<file path="src/rtl/muxn_pkg.sv">
`default_nettype none
// muxn_pkg -- shared mode encoding and select-width helper for muxn_stream. Rev 1.0
package muxn_pkg;

   typedef enum logic {
      MODE_SEL = 1'b0,
      MODE_RR  = 1'b1
   } mode_e;

   function automatic int sel_w(input int n);
      return (n > 1) ? $clog2(n) : 1;
   endfunction

endpackage
`default_nettype wire

</file>
<file path="src/rtl/muxn_stream_rr_arbiter.sv">
`default_nettype none
// rr_arbiter -- fair round-robin grant over NUM_CH requesters, pointer moves on accept. Rev 1.0
module rr_arbiter
   import muxn_pkg::*;
#(
   parameter  int NUM_CH = 4,
   localparam int SEL_W  = sel_w(NUM_CH)
) (
   input  logic              clk,
   input  logic              rst,
   input  logic [NUM_CH-1:0] req,
   input  logic              advance,
   output logic [SEL_W-1:0]  grant_idx,
   output logic              grant_vld
);

   logic [SEL_W-1:0] r_ptr;

   // Search starts just past the last winner so every requester gets a turn.
   always_comb begin
      int w_idx;
      w_idx     = 0;
      grant_idx = '0;
      grant_vld = 1'b0;
      for (int k = 1; k <= NUM_CH; k++) begin
         w_idx = (int'(r_ptr) + k) % NUM_CH;
         if (!grant_vld && req[w_idx]) begin
            grant_vld = 1'b1;
            grant_idx = SEL_W'(w_idx);
         end
      end
   end

   always_ff @(posedge clk or posedge rst) begin
      if (rst) begin
         r_ptr <= SEL_W'(NUM_CH - 1);
      end else if (advance) begin
         r_ptr <= grant_idx;
      end
   end

endmodule
`default_nettype wire

</file>
<file path="src/rtl/muxn_stream.sv">
`default_nettype none
// muxn_stream -- N:1 valid/ready stream mux (select or round-robin) with registered output. Rev 1.0
module muxn_stream
   import muxn_pkg::*;
#(
   parameter  int NUM_CH = 4,
   parameter  int DATA_W = 8,
   parameter  int MODE   = 0,
   parameter  int CNT_W  = 16,
   localparam int SEL_W  = sel_w(NUM_CH)
) (
   input  logic                     clk,
   input  logic                     rst,
   input  logic [NUM_CH*DATA_W-1:0] in_data,
   input  logic [NUM_CH-1:0]        in_valid,
   output logic [NUM_CH-1:0]        in_ready,
   input  logic [SEL_W-1:0]         sel,
   output logic [DATA_W-1:0]        out_data,
   output logic [SEL_W-1:0]         out_ch,
   output logic                     out_valid,
   input  logic                     out_ready,
   output logic                     sel_err,
   output logic [CNT_W-1:0]         xfer_cnt
);

   logic [SEL_W-1:0]  w_grant;
   logic              w_grant_vld;
   logic              w_sel_bad;
   logic              w_load_en;
   logic              w_accept;

   logic [DATA_W-1:0] r_data;
   logic [SEL_W-1:0]  r_ch;
   logic              r_valid;
   logic              r_sel_err;
   logic [CNT_W-1:0]  r_cnt;

   assign w_load_en = !r_valid || out_ready;
   assign w_accept  = w_load_en && w_grant_vld;

   generate
      if (MODE == int'(MODE_RR)) begin : g_rr
         logic w_unused_sel;
         assign w_unused_sel = ^sel;
         assign w_sel_bad    = 1'b0;

         rr_arbiter #(
            .NUM_CH (NUM_CH)
         ) u_arb (
            .clk       (clk),
            .rst       (rst),
            .req       (in_valid),
            .advance   (w_accept),
            .grant_idx (w_grant),
            .grant_vld (w_grant_vld)
         );
      end else begin : g_sel
         logic w_sel_ok;
         // Out-of-range selects only exist when NUM_CH is not a power of two.
         if (NUM_CH == (1 << SEL_W)) begin : g_full
            assign w_sel_ok = 1'b1;
         end else begin : g_part
            assign w_sel_ok = (32'(sel) < NUM_CH);
         end
         assign w_grant     = sel;
         assign w_grant_vld = w_sel_ok && in_valid[sel];
         assign w_sel_bad   = !w_sel_ok;
      end
   endgenerate

   always_comb begin
      in_ready = '0;
      if (w_accept) begin
         in_ready[w_grant] = 1'b1;
      end
   end

   always_ff @(posedge clk or posedge rst) begin
      if (rst) begin
         r_valid   <= 1'b0;
         r_data    <= '0;
         r_ch      <= '0;
         r_sel_err <= 1'b0;
         r_cnt     <= '0;
      end else begin
         if (w_load_en) begin
            r_valid <= w_grant_vld;
         end
         if (w_accept) begin
            r_data <= in_data[int'(w_grant)*DATA_W +: DATA_W];
            r_ch   <= w_grant;
         end
         if (w_accept && (r_cnt != {CNT_W{1'b1}})) begin
            r_cnt <= r_cnt + 1'b1;
         end
         if (w_sel_bad) begin
            r_sel_err <= 1'b1;
         end
      end
   end

   assign out_data  = r_data;
   assign out_ch    = r_ch;
   assign out_valid = r_valid;
   assign sel_err   = r_sel_err;
   assign xfer_cnt  = r_cnt;

endmodule
`default_nettype wire

</file>
<file path="config.mk">
export PLATFORM = sky130hd
export DESIGN_NAME = muxn_stream
export DESIGN_NICKNAME = d
export VERILOG_FILES = /design/src/rtl/muxn_pkg.sv /design/src/rtl/muxn_stream_rr_arbiter.sv /design/src/rtl/muxn_stream.sv
export SDC_FILE = /design/constraint.sdc
export NUM_CORES = 1
export LEC_CHECK = 0
export ABC_AREA = 1
export BUFFER_PORTS_ARGS = -buffer_cell sky130_fd_sc_hd__buf_2
export CAP_MARGIN = 10
export CORE_MARGIN = 2
export CORE_UTILIZATION = 39
export CTS_BUF_LIST = sky130_fd_sc_hd__clkbuf_8
export CTS_CLUSTER_SIZE = 40
export DETAILED_ROUTE_END_ITERATION = 6
export GPL_TIMING_DRIVEN = 0
export PLACE_DENSITY = 0.68
export SYNTH_ARGS = -nofsm -noshare
export SYNTH_HDL_FRONTEND = slang
export SYNTH_HIERARCHICAL = 1
export SYNTH_SLANG_ARGS = --single-unit
</file>
<file path="constraint.sdc">
create_clock -name clk -period 1.7 [get_ports clk]
set_input_delay 0.255 -clock clk [delete_from_list [all_inputs] [get_ports clk]]
set_output_delay 0.255 -clock clk [all_outputs]
set_load 0.02 [all_outputs]
</file>
==> metrics.md <==
| Metric | Value |
|---|---|
| Commonest non-fill, non-tap cell in the layout | `nand2_1` |
| Worst-path fanout max | `10` |
| Lkg Pwr | `1.250 nW` |
| Met2 Routed Length | `1.970 mm` |
| CTS buffer count | `3` |
| Most frequent cells in the layout | `nand2_1 (127), buf_2 (72), dfrtp_1 (27), nor2_1 (18), nand3_1 (17)` |
| First-pass GRT wire length | `6.768 mm` |
| GP Congestion | `0.8216` |
| ANT cells | `0` |
| PortBufs | `70` |
| DP HPWL | `3.164 mm` |
| Placement Setup Slack | `-0.04185 ns` |
| Final min period | `1.624 ns` |
| Setup crit end kind | `output port` |
| DIE AREA | `0.004908 sq mm` |
| Final slew viol count | `0` |
| Synthesized area | `0.001702 sq mm` |
| CTS tree | `done` |
| Crit path launch | `out_valid` |
| Vias in the first global route | `1,638` |
| Worst slew pin tran | `0.9858 ns` |
| Worst slew margin | `34.21%` |
| Largest net degree at the start of global routing | `28` |
| Routed wl met3 | `236 um` |
| CP max-delay cell | `dfrtp_1` |
| Fin Setup TNS | `0 ns` |
| Final Skew | `0.005330 ns` |
| Drt via density | `4.573` |
| # setup viols final | `0` |
| Final Hold Vio Count | `0` |
| Multi-input gate area | `937.1 sq um` |
| Clock Path Buffers | `2` |
| Final wirelength | `4.086 mm` |
| Routed Antenna Nets | `0` |
| NetSw | `0.0006967 W` |
| Top sig layer | `met4` |
| Number of distinct library cells after synthesis | `22` |
| Initial antenna violation count | `0` |
| Register area | `675.6 sq um` |
| Skew-Pair Late Insertion Delay | `0.27 ns` |
| Die width | `70.06 um` |
| Final Cell Area | `0.002232 sq mm` |
| Pwr Density | `838.3 mW/mm^2` |
| Flop pwr share | `44.5%` |
| Nets | `380` |
| Crit-path most repeated cell | `inv_1` |
| RR Startpoint | `xfer_cnt[1]` |
| Post-DP Area | `0.002117 sq mm` |
| Crit-path max cell delay | `0.39 ns` |
| Synthesized instance count | `258` |
| CTS clk-pin slew, worst paths | `0.10 ns` |
| Fin util | `52.35%` |
| Via count | `1,779` |
| Worst EP arrival | `1.37 ns` |
| DR WL/cell | `10.50 um` |
| Max Freq | `615.9 MHz` |
| Met1 WL | `1.864 mm` |
| Die height | `70.06 um` |
| Sw frac | `37.24%` |
| Avg Inst Size Synth | `6.595 sq um` |
| I/O pin count | `73` |
| Setup ws final | `0.07641 ns` |
| Layout cells sized above 1 | `29.38%` |
| Combinational Power Share | `35.7%` |
| Worst path cell trace | `inv_1 -> nor2_2 -> inv_1 -> nand2_2 -> buf_6 -> nor3_1 -> buf_2` |
| Max cap viols | `0` |
| Synthesis-to-layout area growth | `31.18%` |
| Clk sinks | `27` |
| Tcrit/Tclk final | `95.51%` |
| Power share of the clock group | `19.8%` |
| Hold Path Class | `primary input to asynchronous set/reset pin` |
| Fillers | `445` |
| Detailed router's first-iteration violation count | `69` |
| CORE AREA | `0.004264 sq mm` |
| CTS Root Cell | `clkbuf_8` |
| Syn_nets | `300` |
| Max VDD drop | `0.0003170 V` |
| First-pass DRT Iterations | `4` |
| Worst setup path class | `register to output port` |
| DRC | `0` |
| Initial Util | `39.91%` |
| CTS H-tree depth | `1` |
| Critical path required time | `1.44 ns` |
| GR Overflow Total | `0` |
| Int Pwr | `0.001174 W` |
| FP Rows | `24` |
| Sequential area share after synthesis | `39.71%` |
| Syn. warnings | `6` |
| Status | `completed` |
| Startpoint types | `register` |
| GRT Total Usage | `16.60%` |
| Synthesized flop and latch total | `27` |
[through the flow]
step,hold WS (ns),total power [W],std cells
global route,0.2451,0.001998,389
detailed placement,0.4710,0.001461,380
CTS,0.2328,0.001856,385
global placement,0.4696,0.001456,380
finish,0.1994,0.001871,389
floorplan,0.3077,0.001241,258
[cell usage after synthesis, drive strengths merged]
cell type | instances | area share, %
nand3b | 2 | 0.88
dfrtp | 27 | 40
nand3 | 17 | 5.0
xnor2 | 3 | 1.5
inv | 16 | 3.5
o21ai | 12 | 3.5
nand2 | 130 | 29
a21oi | 8 | 2.4
conb | 1 | 0.22
nor2 | 26 | 7.4
ha | 1 | 0.74
xor2 | 4 | 2.1
buf | 7 | 2.9
nand4 | 3 | 1.1
nor3 | 1 | 0.29
[worst max-delay path: cells and delay by family, from the launching register on]
kind | cells | cell delay, ns
buf+inv | 4 | 0.47
flops | 1 | 0.39
simple gates | 3 | 0.24
[flip-flops by register name, summed over array words and instances (netlist names)]
name / cells
out_ch: 2
out_data: 8
out_valid: 1
xfer_cnt: 16
[cell type report]
| cell class | count | share of cell area (%) |
|---|---|---|
| inverters | 16 | 2.803 |
| repair buffers | 76 | 17.71 |
| flip-flops and latches | 27 | 30.27 |
| clock inverters | 1 | 0.3363 |
| clock buffers | 3 | 1.850 |
| multi-input cells | 208 | 41.98 |
| plain buffers | 6 | 2.130 |
| well taps | 52 | 2.915 |
[power groups by stage]
stage / logic [W] / registers [W] / clock network [W]
after global placement: 0.000604 / 0.000851 / 0
after floorplan: 0.000273 / 0.000969 / 0
after CTS: 0.000635 / 0.000835 / 0.000386
final: 0.000667 / 0.000833 / 0.000371
after detailed placement: 0.000610 / 0.000851 / 0
after global routing: 0.000739 / 0.000849 / 0.000410
[path summary, 6_finish.rpt]
kind / endpoint / slack [ns] / depth (start not counted)
min in group clk: out_data[5] / 0.24 / 3
hold reg to reg: out_ch[0] / 0.49 / 2
hold / removal: out_data[5] / 0.20 / 2
setup reg to reg: xfer_cnt[11] / 0.11 / 9
max in group asynchronous: xfer_cnt[12] / 0.90 / 2
setup / recovery: in_ready[0] / 0.08 / 7
[kinds of logic after synthesis]
group,count (synthesis),synth area share (%)
compound gates,20,5.883
xor+xnor,7,3.603
fa+ha+maj,1,0.7352
buf+inv,23,6.396
flops,27,39.71
other cells,1,0.2204
simple gates,179,43.46
[what timing repair did]
action	in CTS	in global routing
pin swaps	0	3
resized for setup	6	4
hold buffers	0	0
setup endpoints to repair	12	15
hold endpoints to repair	0	0
buffers inserted	1	5
[per-layer routing]
layer | up-vias | global-route usage (%)
li1 | 963 | -
met1 | 753 | 20.11
met2 | 61 | 30.58
met3 | 2 | 2.742
met4 | 0 | 3.846
met5 | - | 0
Note: power is estimated with default switching activity, not from simulation.
